--- src/rtl/freq_synth_if.sv ---
// Request/status bundle for the programmable square-wave generator freq_synth.
// The master side issues frequency requests; the slave side is the synthesizer.
interface freq_synth_if;
    logic [31:0] freq_req;
    logic        req_valid;
    logic        req_ready;
    logic        busy;
    logic        load_done;
    logic        req_err;
    logic [31:0] cur_freq;
    logic        clk_gen_out;
    logic        tick;

    modport master (
        output freq_req,
        output req_valid,
        input  req_ready,
        input  busy,
        input  load_done,
        input  req_err,
        input  cur_freq,
        input  clk_gen_out,
        input  tick
    );

    modport slave (
        input  freq_req,
        input  req_valid,
        output req_ready,
        output busy,
        output load_done,
        output req_err,
        output cur_freq,
        output clk_gen_out,
        output tick
    );
endinterface

--- src/rtl/freq_synth.sv ---
// Phase-accumulator clock generator: tuning word = floor(f * 2^ACC_W / SYS_CLK_FREQ) by serial divider.
// Optional macro FREQ_SYNTH_PHASE_RST_EN restarts the accumulator at phase 0 on every new tuning word.
module freq_synth #(
    parameter int SYS_CLK_FREQ = 2000000,
    parameter int ACC_W        = 24,
    parameter int F_MIN        = 10000,
    parameter int F_MAX        = 500000
) (
    input  logic         sys_clk,
    input  logic         rst_n,
    freq_synth_if.slave  bus
);

    localparam int                CNT_W    = $clog2(ACC_W);
    localparam logic [CNT_W-1:0]  LAST_BIT = CNT_W'(ACC_W - 1);
    localparam logic [33:0]       SYS_W    = 34'(SYS_CLK_FREQ);
    localparam logic [31:0]       F_MIN_W  = 32'(F_MIN);
    localparam logic [31:0]       F_MAX_W  = 32'(F_MAX);

    typedef enum logic [1:0] {
        S_IDLE = 2'd0,
        S_CALC = 2'd1,
        S_LOAD = 2'd2
    } state_t;

    state_t             r_state;
    logic [31:0]        r_freq_lat;
    logic [32:0]        r_rem;
    logic [ACC_W-1:0]   r_q;
    logic [CNT_W-1:0]   r_bit_cnt;
    logic [ACC_W-1:0]   r_tw;
    logic [31:0]        r_cur_freq;
    logic               r_ready;
    logic               r_busy;
    logic               r_load_done;
    logic               r_req_err;

    logic [ACC_W-1:0]   r_acc;
    logic               r_clk_out;
    logic               r_tick;

    logic               w_accept;
    logic               w_in_range;
    logic [33:0]        w_step;

    // One restoring-division step: returns {quotient bit, next remainder}.
    // The remainder stays below SYS_CLK_FREQ, so its double fits in 34 bits.
    function automatic logic [33:0] div_step(input logic [32:0] rem);
        logic [33:0] r2;
        r2 = {rem, 1'b0};
        if (r2 >= SYS_W) begin
            r2       = r2 - SYS_W;
            div_step = {1'b1, r2[32:0]};
        end else begin
            div_step = {1'b0, r2[32:0]};
        end
    endfunction

    assign w_accept   = bus.req_valid & r_ready;
    assign w_in_range = (bus.freq_req >= F_MIN_W) && (bus.freq_req <= F_MAX_W);
    assign w_step     = div_step(r_rem);

    always_ff @(posedge sys_clk or negedge rst_n) begin
        if (!rst_n) begin
            r_state     <= S_IDLE;
            r_freq_lat  <= '0;
            r_rem       <= '0;
            r_q         <= '0;
            r_bit_cnt   <= '0;
            r_tw        <= '0;
            r_cur_freq  <= '0;
            r_ready     <= 1'b1;
            r_busy      <= 1'b0;
            r_load_done <= 1'b0;
            r_req_err   <= 1'b0;
        end else begin
            r_load_done <= 1'b0;
            r_req_err   <= 1'b0;
            case (r_state)
                S_IDLE: begin
                    if (w_accept) begin
                        if (w_in_range) begin
                            r_freq_lat <= bus.freq_req;
                            r_rem      <= {1'b0, bus.freq_req};
                            r_q        <= '0;
                            r_bit_cnt  <= LAST_BIT;
                            r_ready    <= 1'b0;
                            r_busy     <= 1'b1;
                            r_state    <= S_CALC;
                        end else begin
                            r_req_err  <= 1'b1;
                        end
                    end
                end
                // Quotient bits arrive MSB first; ACC_W steps fill the whole word.
                S_CALC: begin
                    r_rem     <= w_step[32:0];
                    r_q       <= {r_q[ACC_W-2:0], w_step[33]};
                    r_bit_cnt <= r_bit_cnt - 1'b1;
                    if (r_bit_cnt == '0) begin
                        r_state <= S_LOAD;
                    end
                end
                S_LOAD: begin
                    r_tw        <= r_q;
                    r_cur_freq  <= r_freq_lat;
                    r_load_done <= 1'b1;
                    r_ready     <= 1'b1;
                    r_busy      <= 1'b0;
                    r_state     <= S_IDLE;
                end
                default: begin
                    r_ready <= 1'b1;
                    r_busy  <= 1'b0;
                    r_state <= S_IDLE;
                end
            endcase
        end
    end

    // The accumulator keeps running across a tuning-word change unless phase restart is built in.
    always_ff @(posedge sys_clk or negedge rst_n) begin
        if (!rst_n) begin
            r_acc     <= '0;
            r_clk_out <= 1'b0;
            r_tick    <= 1'b0;
        end
`ifdef FREQ_SYNTH_PHASE_RST_EN
        else if (r_state == S_LOAD) begin
            r_acc     <= '0;
            r_clk_out <= 1'b0;
            r_tick    <= 1'b0;
        end
`endif
        else begin
            r_acc     <= r_acc + r_tw;
            r_clk_out <= r_acc[ACC_W-1];
            r_tick    <= r_acc[ACC_W-1] & ~r_clk_out;
        end
    end

    assign bus.req_ready   = r_ready;
    assign bus.busy        = r_busy;
    assign bus.load_done   = r_load_done;
    assign bus.req_err     = r_req_err;
    assign bus.cur_freq    = r_cur_freq;
    assign bus.clk_gen_out = r_clk_out;
    assign bus.tick        = r_tick;

endmodule
--- src/flat_wrapper.sv ---
// flat-port wrapper written by rule: the top's interface ports become plain ports
module freq_synth_flat 
#(
    parameter int SYS_CLK_FREQ = 2000000,
    parameter int ACC_W        = 24,
    parameter int F_MIN        = 10000,
    parameter int F_MAX        = 500000
)
  (sys_clk, rst_n, bus_freq_req, bus_req_valid, bus_req_ready, bus_busy, bus_load_done, bus_req_err, bus_cur_freq, bus_clk_gen_out, bus_tick);
  freq_synth_if bus_i ();
  input  logic sys_clk;
  input  logic rst_n;
  input wire logic [$bits(bus_i.freq_req)-1:0] bus_freq_req;
  input wire logic [$bits(bus_i.req_valid)-1:0] bus_req_valid;
  output wire logic [$bits(bus_i.req_ready)-1:0] bus_req_ready;
  output wire logic [$bits(bus_i.busy)-1:0] bus_busy;
  output wire logic [$bits(bus_i.load_done)-1:0] bus_load_done;
  output wire logic [$bits(bus_i.req_err)-1:0] bus_req_err;
  output wire logic [$bits(bus_i.cur_freq)-1:0] bus_cur_freq;
  output wire logic [$bits(bus_i.clk_gen_out)-1:0] bus_clk_gen_out;
  output wire logic [$bits(bus_i.tick)-1:0] bus_tick;
  assign bus_i.freq_req = bus_freq_req;
  assign bus_i.req_valid = bus_req_valid;
  assign bus_req_ready = bus_i.req_ready;
  assign bus_busy = bus_i.busy;
  assign bus_load_done = bus_i.load_done;
  assign bus_req_err = bus_i.req_err;
  assign bus_cur_freq = bus_i.cur_freq;
  assign bus_clk_gen_out = bus_i.clk_gen_out;
  assign bus_tick = bus_i.tick;
  freq_synth #(.SYS_CLK_FREQ(SYS_CLK_FREQ), .ACC_W(ACC_W), .F_MIN(F_MIN), .F_MAX(F_MAX)) u_core (.sys_clk(sys_clk), .rst_n(rst_n), .bus(bus_i));
endmodule
--- config.mk ---
export PLATFORM = sky130hd
export DESIGN_NAME = freq_synth_flat
export DESIGN_NICKNAME = d
export VERILOG_FILES = /design/src/rtl/freq_synth_if.sv /design/src/rtl/freq_synth.sv /design/src/flat_wrapper.sv
export SDC_FILE = /design/constraint.sdc
export NUM_CORES = 1
export LEC_CHECK = 0
export CAP_MARGIN = 20
export CORE_MARGIN = 5
export CORE_UTILIZATION = 52
export DETAILED_ROUTE_END_ITERATION = 16
export PLACE_DENSITY_LB_ADDON = 0.12
export SYNTH_ARGS = -nofsm -noshare
export SYNTH_HDL_FRONTEND = slang
export SYNTH_SLANG_ARGS = --single-unit
--- constraint.sdc ---
create_clock -name sys_clk -period 2.4 [get_ports sys_clk]
set_input_delay 0.48 -clock sys_clk [delete_from_list [all_inputs] [get_ports sys_clk]]
set_output_delay 0.48 -clock sys_clk [all_outputs]
set_load 0.02 [all_outputs]
# Yosys cells after proc, flatten, opt, wreduce, memory -nomap -nowiden
# Index checks and enable logic that the tools add are counted.
classes:
  n_addsub: 3
  magnitude_cmp: 3
  eq_ne: 5
  muxes: 24
  n_bitwise: 4
  reduce_logical: 8
ops:
  columns: ["op", "n"]
  rows:
  - ["$mux 33", 2]
  - ["$pmux 33 s2", 1]
  - ["$mux 24", 2]
  - ["$pmux 24 s2", 1]
  - ["$ge 34x21->1 const B", 1]
  - ["$mux 34", 1]
  - ["$sub 33x21->33 const B", 1]
  - ["$ge 32x14->1 const B", 1]
  - ["$le 32x19->1 const B", 1]
  - ["$add 24x24->24", 1]
  - ["$reduce_and 3->1", 4]
  - ["$mux 5", 2]
  - ["$pmux 5 s2", 1]
  - ["$mux 1", 8]
  - ["$mux 2", 3]
  - ["$ne 2x1->1 const B", 3]
  - ["$logic_not 5->1", 1]
  - ["$sub 5x1->5 const B", 1]
  - ["$pmux 1 s2", 2]
  - ["$pmux 2 s2", 1]
  - ["$and 1x1->1", 2]
  - ["$eq 2x1->1 const B", 1]
  - ["$eq 2x2->1 const B", 1]
  - ["$logic_not 2->1", 1]
  - ["other kinds (3)", 4]
totals:
  regBits: 182
  in_bits: 35
  out_inout_bits: 38
  wordCells: 61

# Longest topological paths before layout
depth:
  depth_word: 5
  ltp_mapped: 10

# Worst setup path after synthesis
# Ideal clock, no wire load.
synth_timing:
  path_kind: "in2reg"
  from: "in bus_freq_req[3]"
  to: "reg u_core.r_freq_lat[10]"
  setup_ns: 0.125
  t_arrival_ns: 2.305
  required_time_ns: 2.275
  slack_ns: -0.030
  cell_stages: 8
  cell_sequence: "nor4_1 > and4_1 > o21ai_0 > a211oi_1 > and3_1 > buf_2 > buf_2 > mux2_2"
synth_via:
  elab_chain_cells: 3
  elab_cells_between_ends: 4
  cone_classes: "2 x order compare; 2 x reduce/logical"
synth_lines:
  columns: ["item", "line_no", "rtl"]
  rows:
  - ["start: declaration", "flat_wrapper.sv:13", "input wire logic [$bits(bus_i.freq_req)-1:0] bus_freq_req;"]
  - ["$ge 32x14->1 or $le 32x19->1 (tied branches)", "freq_synth.sv:60", "assign w_in_range = (bus.freq_req >= F_MIN_W) && (bus.freq_req <= F_MAX_W);"]
  - ["$logic_and 1x1->1 (*)", "freq_synth.sv:60", null]
  - ["$reduce_and 3->1 (no source line) (*)", null, null]
  - ["end signal: assignment", "freq_synth.sv:83", "r_freq_lat <= bus.freq_req;"]
  - ["end: declaration", "freq_synth.sv:27", "logic [31:0] r_freq_lat;"]
# Mark *: on every way between the ends. The rest lies on a longest branch, timed or not.
# A chain may end at the register's enable or synchronous reset.

# Worst setup path after layout
layout_timing:
  from: "reg u_core.r_tw[0]"
  to: "reg u_core.r_acc[16]"
layout_via:
  elab_chain_cells: 1
layout_lines:
  columns: ["item", "line_no", "rtl"]
  rows:
  - ["start: declaration", "freq_synth.sv:31", "logic [ACC_W-1:0] r_tw;"]
  - ["start signal: assignment", "freq_synth.sv:105", "r_tw <= r_q;"]
  - ["$add 24x24->24", "freq_synth.sv:136", "r_acc <= r_acc + r_tw;"]
  - ["end signal: assignment", "freq_synth.sv:136", null]
  - ["end: declaration", "freq_synth.sv:38", "logic [ACC_W-1:0] r_acc;"]
# Every way passes these cells.

==> reports/metrics.csv <==
stage,metric,value,unit
sta,RSZ-0062 raised after global routing,yes,
yosys,Main synth FF type,dfrtp_1,
yosys,Ys Warns,0,
placed_design,HPWL Detailed,13.70,mm
sta,hold slack final,-0.008444,ns
final_layout,Area Growth Syn to Fin,27.53,%
worst_setup_path,crit path buf inv count,0,
die,Core Region,15940,sq um
final_layout,"commonest non-fill, non-tap cells in the layout","181 x dfrtp_1, 102 x nand2_1, 77 x buf_4",
die,I/O pins,73,
clocking,clk buf depth,2,
worst_setup_path,CP most frequent cell,a211oi_2,
worst_setup_path,Worst path max stage delay,0.39,ns
worst_setup_path,critical path type,flip-flop to flip-flop,
yosys,Synth Area in Compound Gates,0.1189,
drt,Via density,5.545,
drt,TritonRoute pass-1 iters,5,
yosys,#FFs+latches synth,182,
power,Peak VDD IR,456.1,uV
clocking,Root Driver,clkbuf_16,
clocking,CTS tree,done,
power,pwr/cell area,589.2,nW/um^2
drt,final wirelength,19.21,mm
die,Die Footprint,19010,sq um
drt,wire length per cell,16.69,microns
worst_setup_path,CP max FO,3,
final_layout,"commonest non-fill, non-tap cell in the layout",dfrtp_1,
sta,# setup viols final,0,
yosys,largest family of logic cells by synthesized area,simple AND/OR/NAND/NOR gates,
worst_setup_path,"slowest stage cell, crit path",dfrtp_1,
yosys,"Seq/Total Area, Yosys",0.5358,
clocking,total CTS buffers,17,
worst_setup_path,RR Startpoint,u_core.r_tw[0],
worst_setup_path,Worst setup EP type,flip-flop,
yosys,"share of synthesized cell area in and, or, nand and nor gates",0.1323,
global_routing,largest net degree at the start of global routing,64,
power,total power,0.006389,W
die,die height,137.9,microns
min_path,worst hold path type,input pin to async pin,
placed_design,RePlAce Congestion,0.8536,
worst_setup_path,Top Family by Delay on Critical Path,compound AO/OA/AOI/OAI gates,
sta,Final Hold Viols,8,
final_layout,share of cells above drive strength 1,0.2460,
sta,minimum clock period,2.349,ns
job,max capacitance violation total,0,
placed_design,pre-CTS setup slack,-0.8271,ns
global_routing,vias in the first global route,6752,
clocking,clock slew at reported path FFs,0.07,ns
drt,routed via count,6382,
global_routing,initial antenna violation count,0,
clocking,Clock Latency Late Sink,0.42,ns
worst_setup_path,CP startpoint kind,flip-flop,
sta,final cycle utilization of the critical path,0.9788,
sta,final worst setup slack,0.05078,ns
yosys,Post-synth ARST share,1.000,
run_status,failing checks,negative hold slack,
worst_setup_path,CP cell instances,ha_2 -> fa_2 -> a211oi_2 -> o21bai_2 -> a211oi_2 -> nor3_1 -> or2_2 -> xor2_1,
run_status,outcome,finished with violations,
power,Leak,4.550,nW
yosys,post-synth cell types,62,
sta,Final TNS setup,0,ns
worst_setup_path,CP Data Arrival Time,2.65,ns
die,Initial Util,0.5334,
die,Die W,137.9,microns
sta,Max-slew headroom,0.5862,
global_routing,first-pass GRT wire length,32.80,mm
clocking,Sink Count,182,
final_layout,nets@finish,985,
yosys,Post-Synthesis Cells,777,
die,Row Count,46,
placed_design,Area after DPL,10050,sq um
yosys,Post-Synth XOR/XNOR Area,0.04223,
sta,Final Skew,0.007855,ns
drt,Routed Antenna Nets,0,
drt,1st-iter DRT viols,318,
clocking,H-tree depth,4,
yosys,area share of fa/ha/maj cells after synthesis,0.04208,
yosys,syn avg cell area,10.94,sq um
worst_setup_path,CP required,2.70,ns
placed_design,IO Port Bufs,72,
final_layout,design area,10840,sq um
yosys,"Cell Area, Synth",8503,sq um
drt,Remaining DRCs,0,
sta,fmax,425.7,MHz
yosys,mux share of post-synthesis cell area,0.1057,
global_routing,grt ovf,0,
sta,Max Transition Viols Final,0,
sta,Worst Max-Slew Pin Slew,0.6194,ns
final_layout,Layout Cells excl Fill,1151,
yosys,number of flops mapped to enable cells by yosys,0,
yosys,Post-Syn Nets,840,
worst_setup_path,crit path launch,u_core.r_tw[0],
global_routing,total track usage,0.2159,
final_layout,n_diodes,0,
placed_design,Placed Instances,1110,
==> flip-flops by register name (all words and copies together), names as in the netlist <==
register	cells
u_core.r_rem	33
u_core.bus.req_ready	1
u_core.bus.req_err	1
u_core.r_acc	24
u_core.r_freq_lat	32
u_core.r_state	2
u_core.bus.load_done	1
u_core.bus.busy	1
u_core.bus.tick	1
u_core.r_q	24
u_core.bus.cur_freq	32
u_core.bus.clk_gen_out	1
u_core.r_bit_cnt	5
u_core.r_tw	24
==> repair_timing <==
action,4_1_cts,5_1_grt
pin swaps,8,4
cloned,0,0
resized for setup,22,20
setup buffers,2,8
endpoints found under the setup margin,100,55
hold endpoints to repair,0,0
hold buffers,0,0
==> synthesized netlist by cell type, drive strengths merged (5+ instances only) <==
master | count | share of area
dfrtp | 181 | 0.53
nand2 | 103 | 0.046
o21ai | 71 | 0.042
mux2 | 70 | 0.093
nor2 | 32 | 0.014
a21oi | 29 | 0.017
ha | 27 | 0.040
xnor2 | 22 | 0.023
clkbuf | 21 | 0.0093
nor3 | 21 | 0.012
xor2 | 19 | 0.020
nor2b | 18 | 0.013
inv | 15 | 0.0066
nand3 | 13 | 0.0077
a21o | 12 | 0.011
buf | 12 | 0.0072
mux2i | 11 | 0.013
a211oi | 10 | 0.0088
nand2b | 7 | 0.0051
nor4 | 6 | 0.0044
o211ai | 6 | 0.0053
a31oi | 5 | 0.0037
and2 | 5 | 0.0038
o21bai | 5 | 0.0044
==> worst reg2reg max path, delay by kind of cell (launching register included) <==
kind                     cells  cell delay (ns)
XOR/XNOR                     1             0.15
adder cells (fa/ha/maj)      2             0.59
AO/OA/AOI/OAI                3             0.68
AND/OR/NAND/NOR              2             0.42
flip-flops                   1             0.39
==> area by class of cell <==
| cell class | instances | area [sq um] |
|---|---|---|
| repair buffers | 159 | 1461 |
| flip-flops and latches | 182 | 4556 |
| clock buffers | 20 | 466.7 |
| fillers | 1227 | 5099 |
| inverters | 15 | 56.30 |
| clock inverters | 12 | 141.4 |
| well taps | 216 | 270.3 |
| multi-input cells | 547 | 3892 |
==> worst paths after layout <==
kind                                    endpoint  slack [ns]  cells after the start
worst max-delay path            u_core.r_acc[16]        0.05                      8
max in group asynchronous       u_core.r_rem[19]        1.59                      2
worst min register to register   u_core.bus.tick        0.43                      1
worst min-delay path             u_core.r_acc[2]      -0.008                      1
worst max register to register  u_core.r_acc[16]        0.05                      8
min in group sys_clk             u_core.bus.tick        0.43                      1
==> metal layers <==
| layer | wire length [microns] | up-vias | GRT usage | part of all wire |
|---|---|---|---|---|
| met5 | 0 | - | 0 | 0 |
| met1 | 8354 | 3187 | 0.2764 | 0.43 |
| met2 | 9798 | 145 | 0.3726 | 0.51 |
| met4 | 294 | 0 | 0.06312 | 0.015 |
| met3 | 764 | 23 | 0.04463 | 0.040 |
| li1 | - | 3027 | - | - |
==> where the power goes <==
group	switching [W]	total, W	internal, W
clock network	0.00120	0.00284	0.00164
registers	0.0000729	0.00322	0.00314
logic	0.000177	0.000336	0.000159
total	0.00145	0.00639	0.00494
==> through the flow <==
stage          hold WS (ns)  utilization
2_1_floorplan        0.1844            -
3_3_place_gp         0.4025       0.6303
3_5_place_dp         0.4117       0.6303
4_1_cts            0.005813       0.6728
5_1_grt             0.01708       0.6802
6_report          -0.008444       0.6802
==> cells by family after synthesis <==
family                   count (synthesis)
XOR/XNOR                                41
buffers and inverters                   48
multiplexers                            81
AND/OR/NAND/NOR                        233
flip-flops                             182
AO/OA/AOI/OAI                          164
adder cells (fa/ha/maj)                 28
No activity file was read; power rests on OpenSTA's default activity.
